$ cat src/rtl/add_slice_seq.sv
// add_slice_seq: WIDTH-bit add/sub by walking one shared SLICE-bit adder LSB slice first
module add_slice_seq #(
    parameter int WIDTH = 32,
    parameter int SLICE = 8
) (
    input  logic             clk,
    input  logic             rst,
    input  logic             in_valid,
    output logic             in_ready,
    input  logic [WIDTH-1:0] in_a,
    input  logic [WIDTH-1:0] in_b,
    input  logic             in_sub,
    output logic [SLICE-1:0] sl_a,
    output logic [SLICE-1:0] sl_b,
    output logic             sl_cin,
    input  logic [SLICE-1:0] sl_sum,
    input  logic             sl_cout,
    output logic             out_valid,
    input  logic             out_ready,
    output logic [WIDTH-1:0] out_sum,
    output logic             out_cout,
    output logic             out_ovf
);
    localparam int NSLICE = WIDTH / SLICE;
    localparam int IW = $clog2(NSLICE);

    typedef enum logic [1:0] {IDLE, RUN, DONE} state_t;

    state_t                         state_q, state_d;
    logic [IW-1:0]                  idx_q, idx_d;
    logic                           carry_q, carry_d;
    logic                           cout_q, cout_d;
    logic                           ovf_q, ovf_d;
    logic [NSLICE-1:0][SLICE-1:0]   a_q, a_d, b_q, b_d, sum_q, sum_d;
    logic                           run, last;

    assign run       = state_q == RUN;
    assign last      = idx_q == IW'(NSLICE - 1);
    assign in_ready  = state_q == IDLE;
    assign out_valid = state_q == DONE;
    assign sl_a      = run ? a_q[idx_q] : '0;
    assign sl_b      = run ? b_q[idx_q] : '0;
    assign sl_cin    = run & carry_q;
    assign out_sum   = sum_q;
    assign out_cout  = cout_q;
    assign out_ovf   = ovf_q;

    // next state: latch operands on accept, fold one adder slice per RUN cycle, hold result in DONE
    always_comb begin
        state_d = state_q;
        idx_d   = idx_q;
        carry_d = carry_q;
        cout_d  = cout_q;
        ovf_d   = ovf_q;
        a_d     = a_q;
        b_d     = b_q;
        sum_d   = sum_q;
        case (state_q)
            IDLE: if (in_valid) begin
                a_d     = in_a;
                b_d     = in_sub ? ~in_b : in_b;
                carry_d = in_sub;
                idx_d   = '0;
                state_d = RUN;
            end
            RUN: begin
                sum_d[idx_q] = sl_sum;
                carry_d      = sl_cout;
                idx_d        = last ? '0 : idx_q + 1'b1;
                if (last) begin
                    cout_d  = sl_cout;
                    ovf_d   = (a_q[NSLICE-1][SLICE-1] == b_q[NSLICE-1][SLICE-1]) &&
                              (sl_sum[SLICE-1] != a_q[NSLICE-1][SLICE-1]);
                    state_d = DONE;
                end
            end
            DONE: state_d = out_ready ? IDLE : DONE;
            default: state_d = IDLE;
        endcase
    end

    // state and datapath registers; reset abandons any op in flight
    always_ff @(posedge clk) begin
        if (rst) begin
            state_q <= IDLE;
            idx_q   <= '0;
            carry_q <= 1'b0;
            cout_q  <= 1'b0;
            ovf_q   <= 1'b0;
            a_q     <= '0;
            b_q     <= '0;
            sum_q   <= '0;
        end else begin
            state_q <= state_d;
            idx_q   <= idx_d;
            carry_q <= carry_d;
            cout_q  <= cout_d;
            ovf_q   <= ovf_d;
            a_q     <= a_d;
            b_q     <= b_d;
            sum_q   <= sum_d;
        end
    end
endmodule

$ cat config.mk
export PLATFORM = sky130hd
export DESIGN_NAME = add_slice_seq
export DESIGN_NICKNAME = d
export VERILOG_FILES = /design/src/rtl/add_slice_seq.sv
export SDC_FILE = /design/constraint.sdc
export NUM_CORES = 1
export LEC_CHECK = 0
export CAP_MARGIN = 20
export CORE_ASPECT_RATIO = 2
export CORE_MARGIN = 3
export CORE_UTILIZATION = 50
export DETAILED_ROUTE_END_ITERATION = 7
export DONT_BUFFER_PORTS = 1
export PLACE_DENSITY_LB_ADDON = 0.1
export SLEW_MARGIN = 25
export SYNTH_ARGS = -nofsm -noshare
export SYNTH_HDL_FRONTEND = slang
export SYNTH_SLANG_ARGS = --single-unit
$ cat constraint.sdc
create_clock -name clk -period 1.7 [get_ports clk]
set_input_delay 0.085 -clock clk [delete_from_list [all_inputs] [get_ports clk]]
set_output_delay 0.085 -clock clk [all_outputs]
set_load 0.01 [all_outputs]
; After elaboration in Yosys (flattened, before gate mapping)
; Cells that the tools add are included.
[totals]
out_inout_bits = 53
in_bits = 78
elab_cells = 56
ff_bits = 103
[classes]
n_reduce_logical = 8
magnitude_cmp = 2
eq_ne = 7
add_sub_neg = 1
n_bitwise = 2
mux = 19
[ops]
columns = operator, count
row1 = 2-to-1 mux 8 bit, 5
row2 = binary-select mux 8 bit (select 2 bit), 2
row3 = bitwise mux 32 bit, 1
row4 = 2-to-1 mux 32 bit, 1
row5 = NOT 32 bit, 1
row6 = demux 8 bit (select 2 bit), 1
row7 = 2-to-1 mux 2 bit, 5
row8 = AND reduction 2 bit, 4
row9 = one-hot mux 2 bit (3 select lines), 1
row10 = equality test 2 bit (second input constant), 2
row11 = one-hot mux 2 bit (2 select lines), 1
row12 = less-than comparator 2 x 3 -> 1 bit (second input constant), 1
row13 = adder 2 x 1 -> 2 bit (second input constant), 1
row14 = equality test 2 x 1 -> 1 bit (second input constant), 1
row15 = >= comparator 2 x 1 -> 1 bit (second input constant), 1
row16 = logical AND 1 bit, 2
row17 = logical NOT 2 bit, 1
row18 = inequality test 2 x 1 -> 1 bit (second input constant), 1
row19 = inequality test 2 bit (second input constant), 1
row20 = one-hot mux 1 bit (2 select lines), 1
row21 = nonzero test 2 bit, 1
row22 = AND 1 bit, 1
row23 = equality test 1 bit, 1
row24 = 2-to-1 mux 1 bit, 1
row25 = inequality test 1 bit, 1

; Longest topological paths before layout
; Gate-level depths: netlist of the first run.
[logic_depth]
ltp_word = 5
ltp_mapped = 8
mapped_depth_nobuf = 5

; Worst setup path before layout of the first run
; OpenSTA, ideal clock, no wires.
[synth_path]
kind = flip-flop to flip-flop
startpoint = reg idx_q[0]
endpoint = reg sum_q, in the netlist out_sum[23]
path_stages_with_launch = 9
arrival_ns = 1.651
setup_time_ns = 0.128
path_buffers = 3
period_less_slack_ns = 1.778
required_time_ns = 1.572
slack_ns = -0.078
path_cell_list = dfxtp_1 buf_4 buf_2 inv_1 ha_1 clkbuf_1 nand3b_1 mux2i_1 nor2_1
[synth_via]
elab_chain_len = 5
word_cells_on_any_way = 6
classes_between = 2 x order compare / 3 x mux / 1 x reduce/logical
[synth_rtl]
columns = element, line_no
row1 = from (decl), 30  ; logic [IW-1:0] idx_q, idx_d;
row2 = from (signal assigned), 95  ; idx_q <= idx_d;
row3 = less-than comparator 2 x 3 -> 1 bit (implied by the code) or >= comparator 2 x 1 -> 1 bit (tied branches), 67  ; sum_d[idx_q] = sl_sum;
row4 = logical AND 1 bit (implied by the code), 67
row5 = 2-to-1 mux 8 bit (implied by the code), 67
row6 = demux 8 bit (select 2 bit) *, 67
row7 = bitwise mux 32 bit *, 67
row8 = to (signal assigned), 101  ; sum_q <= sum_d;
row9 = to (decl), 34  ; logic [NSLICE-1:0][SLICE-1:0] a_q, a_d, b_q, b_d, sum_q, sum_d;
; Every way passes the cells marked *; elsewhere a longest branch is shown, timed or not.
; A chain may end at the register's enable or synchronous reset.

; Final worst setup path of the first run
[layout_path]
startpoint = reg idx_q[0]
endpoint = out sl_a[0]
[layout_via]
elab_chain_len = 3
[layout_rtl]
columns = element, line_no
row1 = binary-select mux 8 bit (select 2 bit), 41  ; assign sl_a = run ? a_q[idx_q] : '0;
row2 = 2-to-1 mux 8 bit (implied by the code), 41
row3 = 2-to-1 mux 8 bit, 41
row4 = to (decl), 13  ; output logic [SLICE-1:0] sl_a,
; Every way passes these cells. The select of a mux whose other input is x is not followed.

==> results of run 1 <==
-- sequential cells by signal (all words and copies together), names as in the netlist --
register / flops
a_q: 32
b_q: 32
out_sum: 32
idx_q: 2
state_q: 2
carry_q: 1
out_cout: 1
out_ovf: 1
-- power by group through the flow --
stage	registers (mW)	logic [mW]	clock network (mW)
2_1_floorplan	2.67	0.522	0
3_3_place_gp	2.71	0.552	0
3_5_place_dp	2.72	0.565	0
4_1_cts	2.66	0.572	2.25
5_1_grt	2.68	0.654	2.34
6_report	2.66	0.582	2.21
-- worst max path at each step --
stage                     from          end  slack (ns)  cells past startpoint
floorplan             idx_q[1]   out_sum[7]       0.005                      8
global placement      idx_q[0]  out_sum[15]        0.22                      5
detailed placement  state_q[0]      out_ovf        0.17                      3
CTS                   idx_q[0]      sl_b[7]       0.005                      3
global route          idx_q[0]      sl_a[0]       -0.01                      3
finish                idx_q[0]      sl_a[0]        0.05                      3
-- stage by stage --
step                std cells  power (mW)  util [%]  setup TNS [ns]
floorplan                 504       3.193         -               0
global placement          573       3.264     52.18               0
detailed placement        573       3.283     52.18               0
CTS                       589       5.484     56.24               0
global route              589       5.673     56.81        -0.01321
finish                    589       5.449     56.81               0
-- worst reg2reg max path, stage by stage (launching register included) --
cell	delay [ns]
dfxtp_1	0.50
buf_4	0.21
nand3b_1	0.40
mux2i_1	0.24
nor2_1	0.05
-- metal layers --
layer  up-vias  global-route usage, %  part of all wire [%]
met5         -                      0                     0
met1      1564                  23.26                    36
met4         0                  8.463                   2.4
met3        10                  5.675                   6.2
li1       1678                      -                     -
met2        94                  37.51                    55
-- cells by family after synthesis --
kind of cell / after synthesis / share of synthesized area [%]
AND/OR/NAND/NOR: 195 / 19.24
buffers and inverters: 47 / 5.012
XOR/XNOR: 32 / 6.238
adder cells (fa/ha/maj): 4 / 1.114
AO/OA/AOI/OAI: 102 / 13.37
multiplexers: 21 / 9.134
flip-flops: 103 / 45.89
-- synthesized netlist by cell type, types with 2 or more instances --
master      n
a21oi_1    66
nand3_1    29
buf_2      20
nor2_1     41
mux4_2     16
inv_1       2
clkbuf_1   17
xnor2_1    32
mux2i_1     5
buf_4       6
ha_1        4
nand3b_1    5
nand2b_1    3
a211oi_1   33
nand2_1    93
nor2b_1     2
dfxtp_1   103
and2_1     17
-- layout make-up --
cell class	instances	area [um^2]
Clock inverter	7	96.34
Inverter	2	7.507
Sequential cell	103	2071
Timing Repair Buffer	14	167.7
Tap cell	100	125.1
Fill cell	791	3761
Multi-Input combinational cell	354	2255
Clock buffer	9	225.2
-- repair_timing --
action / CTS / global route
endpoints found under the setup margin: 17 / 16
resized for setup: 11 / 17
gates cloned: 0 / 0
hold endpoints to repair: 103 / 103
==> metrics, run 1 <==
outcome finished with violations; failing checks hold timing; die width 73.03 um; I/O Buffers 0; R2R setup slack 0.20 ns; first-pass GRT wire length 16590 um; Setup Fix Bufs, Post-CTS 0; clock latency on the worst-skew pair 0.34 ns; Starting Density 51.59%; Core Area 8708 um^2; Worst setup EP type output port; cell accounting for the most synthesized area dfxtp_1; CTS clk-pin slew, worst paths 0.07 ns; Critical R2R Launch state_q[1]; YS warnings 0; CTS tree done; Cells on Worst Hold Path 1; P&R area growth vs syn 10.11%; Die ar. 10230 um^2; R2R Path End out_cout; vias in the first global route 3257; antenna cells 0; leakage power 1.744 nW; FMAX 605.4 MHz; largest net degree at the start of global routing 104; total grt overflow 0; sw frac 23.94%; Cell Area, Synth 4493 um^2; r2r worst-path depth 4; overall routed net length 10720 um; RSZ-0062 raised after global routing true; Slew headroom 66.22%; CTS Buffer Depth 2; Max stage delay cell, worst path mux4_2; Async SR Flop Fraction 0%; Cells after Synth 504; Seq cells post-synth 103; CP Class flop to output port; Peak VDD IR 612.3 uV; DR iter-0 viols 161; total track usage 21.24%; top-level I/O count 131; setup ws final 0.04818 ns; Die H 140.1 um; crit-path leading delay family multiplexers; crit path launch type flop; Final min period 1.652 ns; Clock Skews 0.007291 ns; crit-path max cell delay 0.51 ns; wire per inst 18.20 um; DRC errors left 0; P_sw 1.304 mW; Post-Syn Nets 586; initial antenna violation count 0; share of layout cells above drive strength 1 13.70%; Vias 3346; Hold Path Class input pin to flop; sequential fraction of the synthesis area 45.89%; total CTS buffers 9; mean post-synth cell area 8.915 um^2; final hold slack -0.1862 ns; # rows 48; CTS Sinks 103; Min-Delay Startpoint rst; Bufs and invs on worst path 1; Internal Power 4.144 mW; CP max FO 8; worst path cell trace buf_12 -> mux4_2 -> and2_4; pre-CTS setup slack 0.1717 ns; sequential share of power 48.8%; top post-synthesis cells by area dfxtp_1 (46%), mux4_2 (8.0%), nand2_1 (7.8%); max-slew violations 0; cell area power density 1101 nW/um^2; drt first pass iters 4; Final Wtd Congestion 0.7811; hold path endpoint b_q[27]; root buffer cell clkbuf_16; Setup violations, final 0; ANT nets after route 0; vias per cell 5.681; EDFF count, synth 0; NumNets Final 566; CP arrival 1.57 ns; Final period util 97.17%; most frequent cells in the layout dfxtp_1 (100), nand2_1 (93), a21oi_1 (66); worst endpoint required time 1.62 ns; Yosys top cell area share 45.89%; DP HPWL 7723 um; distinct cell type count after synthesis 28; endpoints failing hold 103; Post-DP Area 4544 um^2; logic gate share of total power 10.7%; top_reg_cell synth dfxtp_1; H-tree levels 3; clock power share 40.5%; post-route cell area 4947 um^2; worst-margin pin slew 0.5052 ns; commonest non-fill, non-tap cell in the layout dfxtp_1; max cap viols 0
Power figures use the tool's default switching activity.
==> run 2, diff against run 1 <==
CAP_MARGIN = 30   (was 20)
SETUP_SLACK_MARGIN = 0.3   (was not set)
==> metrics, run 2 (synthesis results as in run 1) <==
Final min period 1.639 ns; worst path cell trace buf_4 -> mux4_2 -> and2_4; Die ar. 10230 um^2; antenna cells 0; R2R setup slack 0.33 ns; fillers 809; placed cells 572; crit-path max cell delay 0.50 ns; failing checks hold timing; Peak VDD IR 722.4 uV; ANT nets after route 0; largest net degree at the start of global routing 104; FMAX 610.1 MHz; Slew headroom 77.17%; final hold slack -0.1986 ns; Hold Path Class input pin to flop; P&R area growth vs syn 16.01%; Cells on Worst Hold Path 1; CTS clk-pin slew, worst paths 0.06 ns; hold path endpoint idx_q[0]; Worst setup EP type output port; DP HPWL 7870 um; H-tree levels 3; CP arrival 1.55 ns; final core occ 59.86%; Min-Delay Startpoint rst; Internal Power 4.180 mW; leakage power 1.857 nW; # rows 48; root buffer cell clkbuf_16; Final period util 96.41%; overall routed net length 11390 um; top-level I/O count 131; worst endpoint required time 1.62 ns; clock power share 39.5%; CTS tree done; max-slew violations 0; sequential share of power 48.3%; vias per cell 5.683; crit path from idx_q[0]; commonest non-fill, non-tap cell in the layout dfxtp_1; max cap viols 0; NumNets Final 583; DR iter-0 viols 207; r2r worst-path depth 7; RSZ-0062 raised after global routing true; first-pass GRT wire length 17620 um; Non-Filler Instances 605; Final Wtd Congestion 0.7487; Die H 140.1 um; total negative slack 0 ns; Vias 3438; vias in the first global route 3449; CP Class flop to output port; die width 73.03 um; sequential cell area 2077 um^2; DRC errors left 0; initial antenna violation count 0; total CTS buffers 9; Starting Density 51.59%; Multi-input gate area 2325 um^2; Max stage delay cell, worst path mux4_2; crit path launch type flop; most frequent cells in the layout dfxtp_1 (99), nand2_1 (93), a21oi_1 (66); cell area power density 1053 nW/um^2; CTS Sinks 103; Setup violations, final 0; P_sw 1.308 mW; Core Area 8708 um^2; worst-margin pin slew 0.3425 ns; wire per inst 18.82 um; logic gate share of total power 12.2%; drt first pass iters 4; clock latency on the worst-skew pair 0.34 ns; CTS Buffer Depth 2; CP max FO 4; sw frac 23.84%; share of layout cells above drive strength 1 18.81%; R2R Path End out_sum[7]; outcome finished with violations; Clock Skews 0.007102 ns; total grt overflow 0; I/O Buffers 0; endpoints failing hold 103; total track usage 22.48%; Critical R2R Launch idx_q[0]
[run 2: through the flow]
step / power, mW / setup WS, ns / area [um^2]
3_3_place_gp: 3.266 / 0.2344 / 4554
4_1_cts: 5.505 / 0.05468 / 5086
5_1_grt: 5.733 / 0.02125 / 5213
6_report: 5.489 / 0.06106 / 5213
2_1_floorplan: 3.209 / 0.1479 / 4557
3_5_place_dp: 3.281 / 0.2003 / 4554
[run 2: how the worst max path moves through the flow]
stage	endpoint	cells after the start
2_1_floorplan	out_sum[7]	8
3_3_place_gp	out_ovf	5
3_5_place_dp	b_q[0]	4
4_1_cts	sl_a[7]	3
5_1_grt	sl_b[7]	3
6_report	sl_b[7]	3
[run 2: per-layer routing]
metal | vias to the layer above | share of wire (%) | GRT usage (%)
li1 | 1707 | - | -
met1 | 1605 | 35 | 23.66
met3 | 14 | 6.1 | 6.250
met2 | 112 | 57 | 40.34
met4 | 0 | 2.6 | 9.339
met5 | - | 0 | 0
[run 2: power groups by stage]
stage	sequential (mW)	combinational, mW	clock (mW)
after floorplan	2.67	0.536	0
after global placement	2.71	0.560	0
after detailed placement	2.71	0.567	0
after CTS	2.66	0.642	2.21
after global routing	2.67	0.741	2.32
final	2.65	0.668	2.17
[run 2: critical path: cells and delay by family, from the launching register on]
kind | cells | cell delay (ns)
buf+inv | 1 | 0.15
simple gates | 1 | 0.19
mux | 1 | 0.50
flops | 1 | 0.37
[run 2: repair_timing]
item / in CTS / in global routing
pin swaps: 12 / 9
cloned: 1 / 2
buffers inserted: 10 / 5
endpoints found under the setup margin: 93 / 51
endpoints found under the hold margin: 103 / 103
gates resized for setup: 33 / 11
[run 2: area by class of cell]
cell class	instances	area share [%]
multi-input cells	354	44.60
flip-flops and latches	103	39.85
repair buffers	31	6.937
clock buffers	9	4.321
well taps	100	2.400
clock inverters	6	1.656
inverters	2	0.2400
==> run 3, diff against run 2 <==
ABC_AREA = 1   (was not set)
PLACE_DENSITY = 0.68   (was not set)
PLACE_DENSITY_LB_ADDON = not set   (was 0.1)
RECOVER_POWER = 100   (was not set)
==> metrics, run 3 <==
outcome finished clean; P&R area growth vs syn 32.90%; first-pass GRT wire length 20920 um; vias per cell 5.261; commonest non-fill, non-tap cell in the layout nor2_1; worst endpoint required time 1.62 ns; CTS Sinks 103; Yosys top cell area share 43.83%; leakage power 2.597 nW; top_reg_cell synth dfxtp_1; FMAX 651.5 MHz; share of layout cells above drive strength 1 8.892%; cell area power density 930.8 nW/um^2; wire per inst 15.57 um; vias in the first global route 4544; Clock Skews 0.002211 ns; Post-DP Area 4772 um^2; R2R setup slack 0.19 ns; drt first pass iters 5; mean post-synth cell area 6.868 um^2; top cells by count, synth nor2_1 (210), nand2_1 (159), dfxtp_1 (103); Hold Path Class input pin to flop; fillers 759; Non-Filler Instances 878; top post-synthesis cells by area dfxtp_1 (44%), nor2_1 (17%), nand2_1 (13%); CP Class flop to output port; Starting Density 51.85%; Post-Syn Nets 767; NumNets Final 854; distinct cell type count after synthesis 21; Min-Delay Startpoint in_b[19]; total grt overflow 0; RSZ-0062 raised after global routing true; initial antenna violation count 0; Setup violations, final 0; total negative slack 0 ns; ANT nets after route 0; CP arrival 1.45 ns; DR iter-0 viols 307; Core Area 9074 um^2; Final period util 90.28%; R2R Path End out_sum[28]; Final min period 1.535 ns; endpoints failing hold 0; total CTS buffers 9; Die ar. 10680 um^2; EDFF count, synth 0; Multi-input gate area 2429 um^2; antenna cells 0; # rows 49; max-slew violations 0; Die H 143.2 um; Cells on Worst Hold Path 4; max cap viols 0; top-level I/O count 131; crit path launch type flop; total track usage 25.36%; hold path endpoint b_q[19]; overall routed net length 13670 um; CP max FO 15; largest net degree at the start of global routing 41; Seq cells post-synth 103; Peak VDD IR 737.6 uV; DRC errors left 0; CTS tree done; die width 74.59 um; cell with the most instances after synthesis nor2_1; r2r worst-path depth 6; Vias 4619; H-tree levels 3; Cell Area, Synth 4705 um^2; DP HPWL 8438 um; sequential cell area 2066 um^2; pre-CTS setup slack 0.2640 ns; post-route cell area 6252 um^2; Worst setup EP type output port; YS warnings 0; Async SR Flop Fraction 0%; placed cells 760; clock latency on the worst-skew pair 0.34 ns; Slew headroom 62.31%; I/O Buffers 0; sequential fraction of the synthesis area 43.83%; CTS Buffer Depth 2; CTS clk-pin slew, worst paths 0.06 ns; worst-margin pin slew 0.5635 ns; Final Wtd Congestion 0.8411; Cells after Synth 685; setup ws final 0.1652 ns; root buffer cell clkbuf_16; cell accounting for the most synthesized area dfxtp_1; most frequent cells in the layout nor2_1 (208), nand2_1 (161), dfxtp_1 (102); Critical R2R Launch idx_q[1]
run 3: area by class of cell:
class	count	share of cell area [%]
repair buffers	114	20.11
multi-input cells	521	38.84
clock buffers	12	3.942
inverters	22	1.621
repair inverters	1	0.08005
flip-flops and latches	103	33.04
well taps	102	2.041
clock inverters	3	0.3202
run 3: worst max-delay path by stage:
stage	start	end	slack (ns)
after CTS	idx_q[0]	sl_b[5]	0.24
after global routing	state_q[0]	sl_a[4]	0.07
after global placement	idx_q[0]	out_sum[12]	0.31
after floorplan	idx_q[0]	out_sum[16]	0.32
final	idx_q[0]	sl_b[0]	0.17
after detailed placement	idx_q[0]	out_sum[15]	0.26
run 3: cell families after synthesis:
family                   share of synthesized area, %
AND/OR/NAND/NOR                                 31.60
buffers and inverters                           6.489
AO/OA/AOI/OAI                                   11.06
XOR/XNOR                                        5.957
flip-flops                                      43.83
adder cells (fa/ha/maj)                         1.064
run 3: per-layer routing:
layer	vias up	part of all wire, %	GRT usage (%)
li1	2302	-	-
met1	2098	37	26.89
met2	172	53	43.57
met3	47	5.7	6.906
met4	0	4.5	14.54
met5	-	0	0
run 3: worst max-delay path, stage by stage, from the launching register on:
cell and delay, ns:
dfxtp_4 0.44, buf_8 0.18, nor2_1 0.06, nor2_1 0.08
o21ai_0 0.14, a21oi_4 0.21
run 3: power by group:
| part | internal (mW) | switching [mW] | total [mW] |
|---|---|---|---|
| Clock | 1.02 | 0.864 | 1.89 |
| Combinational | 0.551 | 0.638 | 1.19 |
| Sequential | 2.61 | 0.132 | 2.74 |
| Total | 4.19 | 1.63 | 5.82 |
run 3: metrics by stage:
step / total power, mW / hold slack, ns / utilization [%]
after floorplan: 3.454 / 0.1541 / -
after global placement: 3.586 / 0.1571 / 52.59
after detailed placement: 3.610 / 0.1615 / 52.59
after CTS: 5.814 / 0.003662 / 68.22
after global routing: 6.086 / 0.04150 / 68.91
final: 5.820 / 0.01321 / 68.91
run 3: repair_timing:
action,4_1_cts,5_1_grt
endpoints found under the setup margin,25,61
setup buffers,3,2
gates resized for setup,57,12
gates cloned,1,5
pin swaps,10,5
hold buffers,92,0
endpoints found under the hold margin,97,0
